File: config.mk
export PLATFORM = sky130hd
export DESIGN_NAME = if_id_queue
export DESIGN_NICKNAME = d
export VERILOG_FILES = /design/src/rtl/if_id_queue.sv
export SDC_FILE = /design/constraint.sdc
export NUM_CORES = 1
export LEC_CHECK = 0
export BUFFER_PORTS_ARGS = -buffer_cell sky130_fd_sc_hd__buf_2
export CORE_MARGIN = 3
export CORE_UTILIZATION = 35
export CTS_BUF_LIST = sky130_fd_sc_hd__clkbuf_8
export CTS_CLUSTER_SIZE = 30
export DETAILED_ROUTE_END_ITERATION = 6
export SLEW_MARGIN = 40
export SYNTH_ARGS = -nofsm -noshare
export SYNTH_HDL_FRONTEND = slang
export SYNTH_SLANG_ARGS = --single-unit
export TNS_END_PERCENT = 20
File: constraint.sdc
create_clock -name clk -period 6.6 [get_ports clk]
set_input_delay 0.66 -clock clk [delete_from_list [all_inputs] [get_ports clk]]
set_output_delay 0.66 -clock clk [all_outputs]
set_load 0.005 [all_outputs]
File: src/rtl/if_id_queue.sv
// Instruction queue between fetch and decode: a small FIFO of {pc,inst} entries
// with registered occupancy, no flow-through, and a whole-queue flush on redirect.
module if_id_queue #(
  parameter int DEPTH = 2,
  parameter int BUS_W = 64
) (
  input  logic                     clk,
  input  logic                     resetn,
  input  logic                     IF_over,
  input  logic [BUS_W-1:0]         IF_ID_bus,
  output logic                     IF_fire,
  output logic                     IF_allow_in,
  output logic                     ID_valid,
  output logic [BUS_W-1:0]         ID_bus,
  input  logic                     ID_allow_in,
  output logic                     ID_fire,
  input  logic                     flush,
  output logic [$clog2(DEPTH):0]   count
);

  localparam int PW = $clog2(DEPTH);
  localparam logic [PW:0] FULL = (PW+1)'(DEPTH);

  logic [BUS_W-1:0] mem [DEPTH];
  logic [PW-1:0]    wr_ptr;
  logic [PW-1:0]    rd_ptr;
  logic [PW:0]      cnt;

  // Handshake: a transfer happens on a rising edge exactly when the sender's
  // valid (IF_over / ID_valid) and the receiver's ready (IF_allow_in /
  // ID_allow_in) are both high; the sender holds its data until then.
  // Fire strobes are masked during reset so fetch never advances its pc then.
  assign IF_allow_in = (cnt != FULL) && !flush;
  assign IF_fire     = resetn && IF_over && IF_allow_in;
  assign ID_valid    = (cnt != '0) && !flush;
  assign ID_fire     = resetn && ID_valid && ID_allow_in;
  assign ID_bus      = mem[rd_ptr];
  assign count       = cnt;

  always_ff @(posedge clk) begin
    if (!resetn) begin
      wr_ptr <= '0;
      rd_ptr <= '0;
      cnt    <= '0;
    end else if (flush) begin
      wr_ptr <= '0;
      rd_ptr <= '0;
      cnt    <= '0;
    end else begin
      if (IF_fire) wr_ptr <= wr_ptr + 1'b1;
      if (ID_fire) rd_ptr <= rd_ptr + 1'b1;
      case ({IF_fire, ID_fire})
        2'b10:   cnt <= cnt + 1'b1;
        2'b01:   cnt <= cnt - 1'b1;
        default: cnt <= cnt;
      endcase
    end
  end

  // IF_fire already excludes reset and flush, so storage needs no reset.
  always_ff @(posedge clk) begin
    if (IF_fire) mem[wr_ptr] <= IF_ID_bus;
  end

endmodule

==> results of run 1 <==
cells in the final DEF, fill, tap and decap left out, types with 2 or more instances in the layout:
cell,instances
o21ai_0,3
clkinv_1,2
inv_1,3
buf_4,2
clkinvlp_4,4
edfxtp_1,128
clkinv_4,2
clkbuf_8,17
buf_2,138
a21oi_1,2
mux2_2,64
or3_1,2
dfxtp_1,4
bufinv_16,4
clkinv_2,2
nor2_1,7
xor2_1,2
worst max-delay path, cell delays in order (launching register included):
cell and delay [ps]:
dfxtp_2 730, buf_4 580, mux2_2 410, buf_2 130
layer usage:
| layer | GRT usage | routed length [um] |
|---|---|---|
| met3 | 0.0536 | 661 |
| met5 | 0 | 20 |
| met2 | 0.186 | 4380 |
| met4 | 0.0436 | 108 |
| met1 | 0.139 | 3720 |
registers in the layout (all words and copies together) (netlist names), named ones only:
signal,count
mem,128
count,2
rd_ptr,1
wr_ptr,1
cell families after synthesis:
| group | share of synthesized area |
|---|---|
| AO/OA/AOI/OAI | 0.00516 |
| XOR/XNOR | 0.00542 |
| adder cells (fa/ha/maj) | 0.00258 |
| flip-flops | 0.813 |
| buffers and inverters | 0.00877 |
| multiplexers | 0.149 |
| AND/OR/NAND/NOR | 0.0165 |
power by group:
group | switching (mW) | total [mW] | internal (mW)
sequential | 0.00370 | 0.945 | 0.941
clock | 0.303 | 0.709 | 0.407
combinational | 0.0317 | 0.0651 | 0.0334
worst min path at each step:
stage / to / slack, ps / startpoint
after global placement: rd_ptr$_SDFFE_PP0P_ / 510 / rd_ptr$_SDFFE_PP0P_
after floorplan: wr_ptr$_SDFFE_PP0P_ / 460 / wr_ptr$_SDFFE_PP0P_
after detailed placement: rd_ptr$_SDFFE_PP0P_ / 510 / rd_ptr$_SDFFE_PP0P_
final: mem[0][55]$_DFFE_PP_ / 430 / IF_ID_bus[55]
after global routing: mem[1][55]$_DFFE_PP_ / 380 / IF_ID_bus[55]
after CTS: mem[1][55]$_DFFE_PP_ / 390 / IF_ID_bus[55]
final cells by class:
cell class | instances | area [um^2]
clock buffer | 17 | 234
clock inverter | 15 | 189
fill | 1183 | 7200
inverter | 2 | 7.51
multi-input combinational | 87 | 875
sequential | 133 | 3950
tap | 176 | 220
timing repair buffer | 141 | 726
==> metrics.cfg, run 1 <==
[logic_synthesis]
syn_area_um2=4850
yosysWarnings=0
synth_edf_count=128
netlist.top_cell.by_area=edfxtp_1
synth_area_per_cell_um2=21.2
netlist_instances=229
yosys-top-cells-count=edfxtp_1 (128), mux2_2 (64), nor2_1 (8)
synth.distinct_cells=16
synth-seq-area-share=0.813
synth_top_area_frac=0.792
syn-num-nets=299
yosysMostFrequentCell=edfxtp_1
synth-async-reset-ratio=0
synth_flop_cell=edfxtp_1
synth_top_cells_by_area=edfxtp_1 (79%), mux2_2 (15%), dfxtp_1 (2.1%)
ys_ff_latch=133

[critical_path]
start_kind=register
critPathMaxFanout=39
worstPathArrival_ps=2270
endpoint_kind=output port
cp.required_ps=5940
regToRegSetupSlack_ps=4280
crit_type=reg -> out
endpoint=ID_bus[15]
reg2reg_depth=4
rr_endpoint=mem[0][33]$_DFFE_PP_
r2r-start=count[0]$_SDFFE_PP0P_

[sta]
hold_viol=0
tightest_slew_ps=733
fmax_mhz=342
holdWs_ps=426
fin_tns_setup_ps=0
fin_worst_skew_ps=12.1
slew_viol_final=0
timing.final.ws_setup_ps=3670
max_slew_margin=0.512
rsz0062_at_grt=false
finalCriticalPeriod_ps=2930
period_share=0.443
setup_viol=0

[pwr]
total_power_mw=1.72
powerDensity_nw_per_um2=278
p_leak_nw=2.27
irDropWorstVdd_v=0.000121

[place]
pre_cts_slack_ps=3830
globalplace.congestion=0.695
dp.cells=539
dp_hpwl_um=5790
placed_cell_area_um2=5770
io_buffers=138

[die]
die-area_um2=15300
rows=42
initial_core_util=0.362
core_um2=13400
die_x_um=124
ios=139
fp.dieH_um=124

[cts]
clock_latency_ps=420
cts_setup_buffers=0
clock-root-buffer=clkbuf_8
postCtsHoldBufs=0
cts_tree=built
cts.clk_slew.worst_paths_ps=80
htree_levels=4
cts.repair.resized=0
cts_made_buffers=17
cts_buffer_depth=2
cts.sinks=133

[detailed_routing]
drc=0
dr.pass1.iters=4
wl_per_cell_um=15.6
via_per_inst=4.45
routed_wl_um=8890
drtIter0Drc=117
ant_nets=0
num_vias=2539

[global_routing]
grt_pass1_wl_um=13000
antenna_found_initial=1
grt_use_total=0.117
grt_max_degree=55
grt_pass1_vias=2661
overflow=0

[final_layout]
antenna_cells=0
fin_nets=452
fin_area_um2=6200
layout-drive-gt1-share=0.605
postLayoutCoreUtil=0.462
area_growth_pct=27.7
finalNonFillerCells=571

[run]
drv_cap=0

[hold_path]
hp-class=in -> reg
min_path_cells=1

[outcome]
status=completed

(Power assumes the default switching activity.)
==> inputs of run 2 (changes only) <==
- clock period: 6.6 -> 2.9 ns (I/O delays scaled with it)
==> run 2 against run 1 <==
  * Global-route usage is 0.20 points higher
  * Design area up 0.99%
  * Sequential power increased by 130%
  * Die area did not move
  * Hold slack got worse by 380 ps
  * First-iteration DRC count grew 3.4%
  * Cell count up 1.1%
  * Critical endpoint is now ID_bus[42]
  * Highest routed layer unchanged
==> metrics.cfg, run 2 (synthesis gave the netlist of run 1 again) <==
[outcome]
status=completed

[sta]
period_share=0.747
finalCriticalPeriod_ps=2170
setup_viol=0
rsz0062_at_grt=false
hold_viol=0
fin_worst_skew_ps=6.84
slew_viol_final=0
fmax_mhz=461
max_slew_margin=0.670
timing.final.ws_setup_ps=732
tightest_slew_ps=494

[detailed_routing]
wl_per_cell_um=15.1
drc=0
drtIter0Drc=121
ant_nets=0
num_vias=2564
via_per_inst=4.44
routed_wl_um=8720
dr.pass1.iters=4

[hold_path]
worstHoldStart=IF_ID_bus[8]
hp-class=in -> reg
holdPathEnd=mem[1][8]$_DFFE_PP_
min_path_cells=1

[critical_path]
endpoint_kind=output port
regToRegSetupSlack_ps=950
critPathMaxFanout=33
r2r-start=count[0]$_SDFFE_PP0P_
start_kind=register
cp.required_ps=2610
worstPathArrival_ps=1880
rr_endpoint=mem[1][50]$_DFFE_PP_
crit_type=reg -> out
reg2reg_depth=5

[pwr]
p_leak_nw=2.31
irDropWorstVdd_v=0.000354
powerDensity_nw_per_um2=603

[cts]
cts_setup_buffers=0
htree_levels=4
clock-root-buffer=clkbuf_8
cts.sinks=133
cts_tree=built
cts.clk_slew.worst_paths_ps=70
cts_made_buffers=17
cts.repair.resized=0
clock_latency_ps=420
cts_buffer_depth=2

[place]
globalplace.congestion=0.661
dp.cells=541
dp_hpwl_um=5640
io_buffers=138
placed_cell_area_um2=5830
pre_cts_slack_ps=897

[final_layout]
regArea_um2=3950
fin_nets=458
antenna_cells=0
finalNonFillerCells=577
multiInputGateArea_um2=875
fill_cells=1200
layout_common_cells=buf_2 (138), edfxtp_1 (128), mux2_2 (64), clkbuf_8 (20), nor2_1 (7)
layout_commonest_cell=buf_2
layout-drive-gt1-share=0.601
postLayoutCoreUtil=0.467
largest-register=mem
fin_area_um2=6260
area_growth_pct=29.0
largest_reg_flops=128

[global_routing]
overflow=0
grt_use_total=0.119
grt_max_degree=34
grt_pass1_wl_um=13200
antenna_found_initial=1
grt_pass1_vias=2613

[die]
die-area_um2=15300
fp.dieH_um=124
core_um2=13400
die_x_um=124
rows=42
initial_core_util=0.362
ios=139

[run]
drv_cap=0

-- run 2: worst max-delay path by stage --
stage                                      from                    to  slack [ps]  cells past startpoint
final                                  register            ID_bus[42]         730                      3
after global routing                   register            ID_bus[46]         570                      3
after CTS                              register            ID_bus[52]         630                      3
after floorplan           count[0]$_SDFFE_PP0P_   mem[1][0]$_DFFE_PP_          -7                      4
after global placement                    flush   mem[1][7]$_DFFE_PP_         920                      6
after detailed placement                  flush  mem[1][15]$_DFFE_PP_         900                      6
-- run 2: timing repair --
item,in CTS,in global routing
hold endpoints to repair,0,7
endpoints found under the setup margin,0,0
hold buffers,0,4
-- run 2: stage by stage --
| stage | hold slack, ps | power, mW | setup TNS [ps] |
|---|---|---|---|
| after floorplan | 389 | 2.25 | -452 |
| after global placement | 480 | 2.34 | 0 |
| after detailed placement | 481 | 2.35 | 0 |
| after CTS | 0.850 | 3.83 | 0 |
| after global routing | 0.190 | 3.94 | 0 |
| final | 48.2 | 3.77 | 0 |
-- run 2: cell type report --
class                   count  area share
clock inverters            12      0.0182
clock buffers              20      0.0440
flip-flops and latches    133       0.631
multi-input cells          87       0.140
repair buffers            147       0.131
well taps                 176      0.0352
inverters                   2     0.00120
-- run 2: metal layers --
metal / vias to the layer above / part of all wire / wire [um] / track usage
met5: - / 0.0010 / 9 / 0
met4: 2 / 0.019 / 165 / 0.0581
met3: 18 / 0.10 / 910 / 0.0654
met2: 98 / 0.46 / 3980 / 0.178
met1: 1234 / 0.42 / 3660 / 0.139
li1: 1212 / - / - / -
-- run 2: power by group --
part	internal (mW)	switching [mW]
logic	0.0835	0.0728
registers	2.14	0.00876
clock network	0.816	0.651
total	3.04	0.732
-- run 2: critical path: stages (launching register included) --
cell and delay (ps):
dfxtp_4 660, buf_12 280, mux2_2 370, buf_2 130
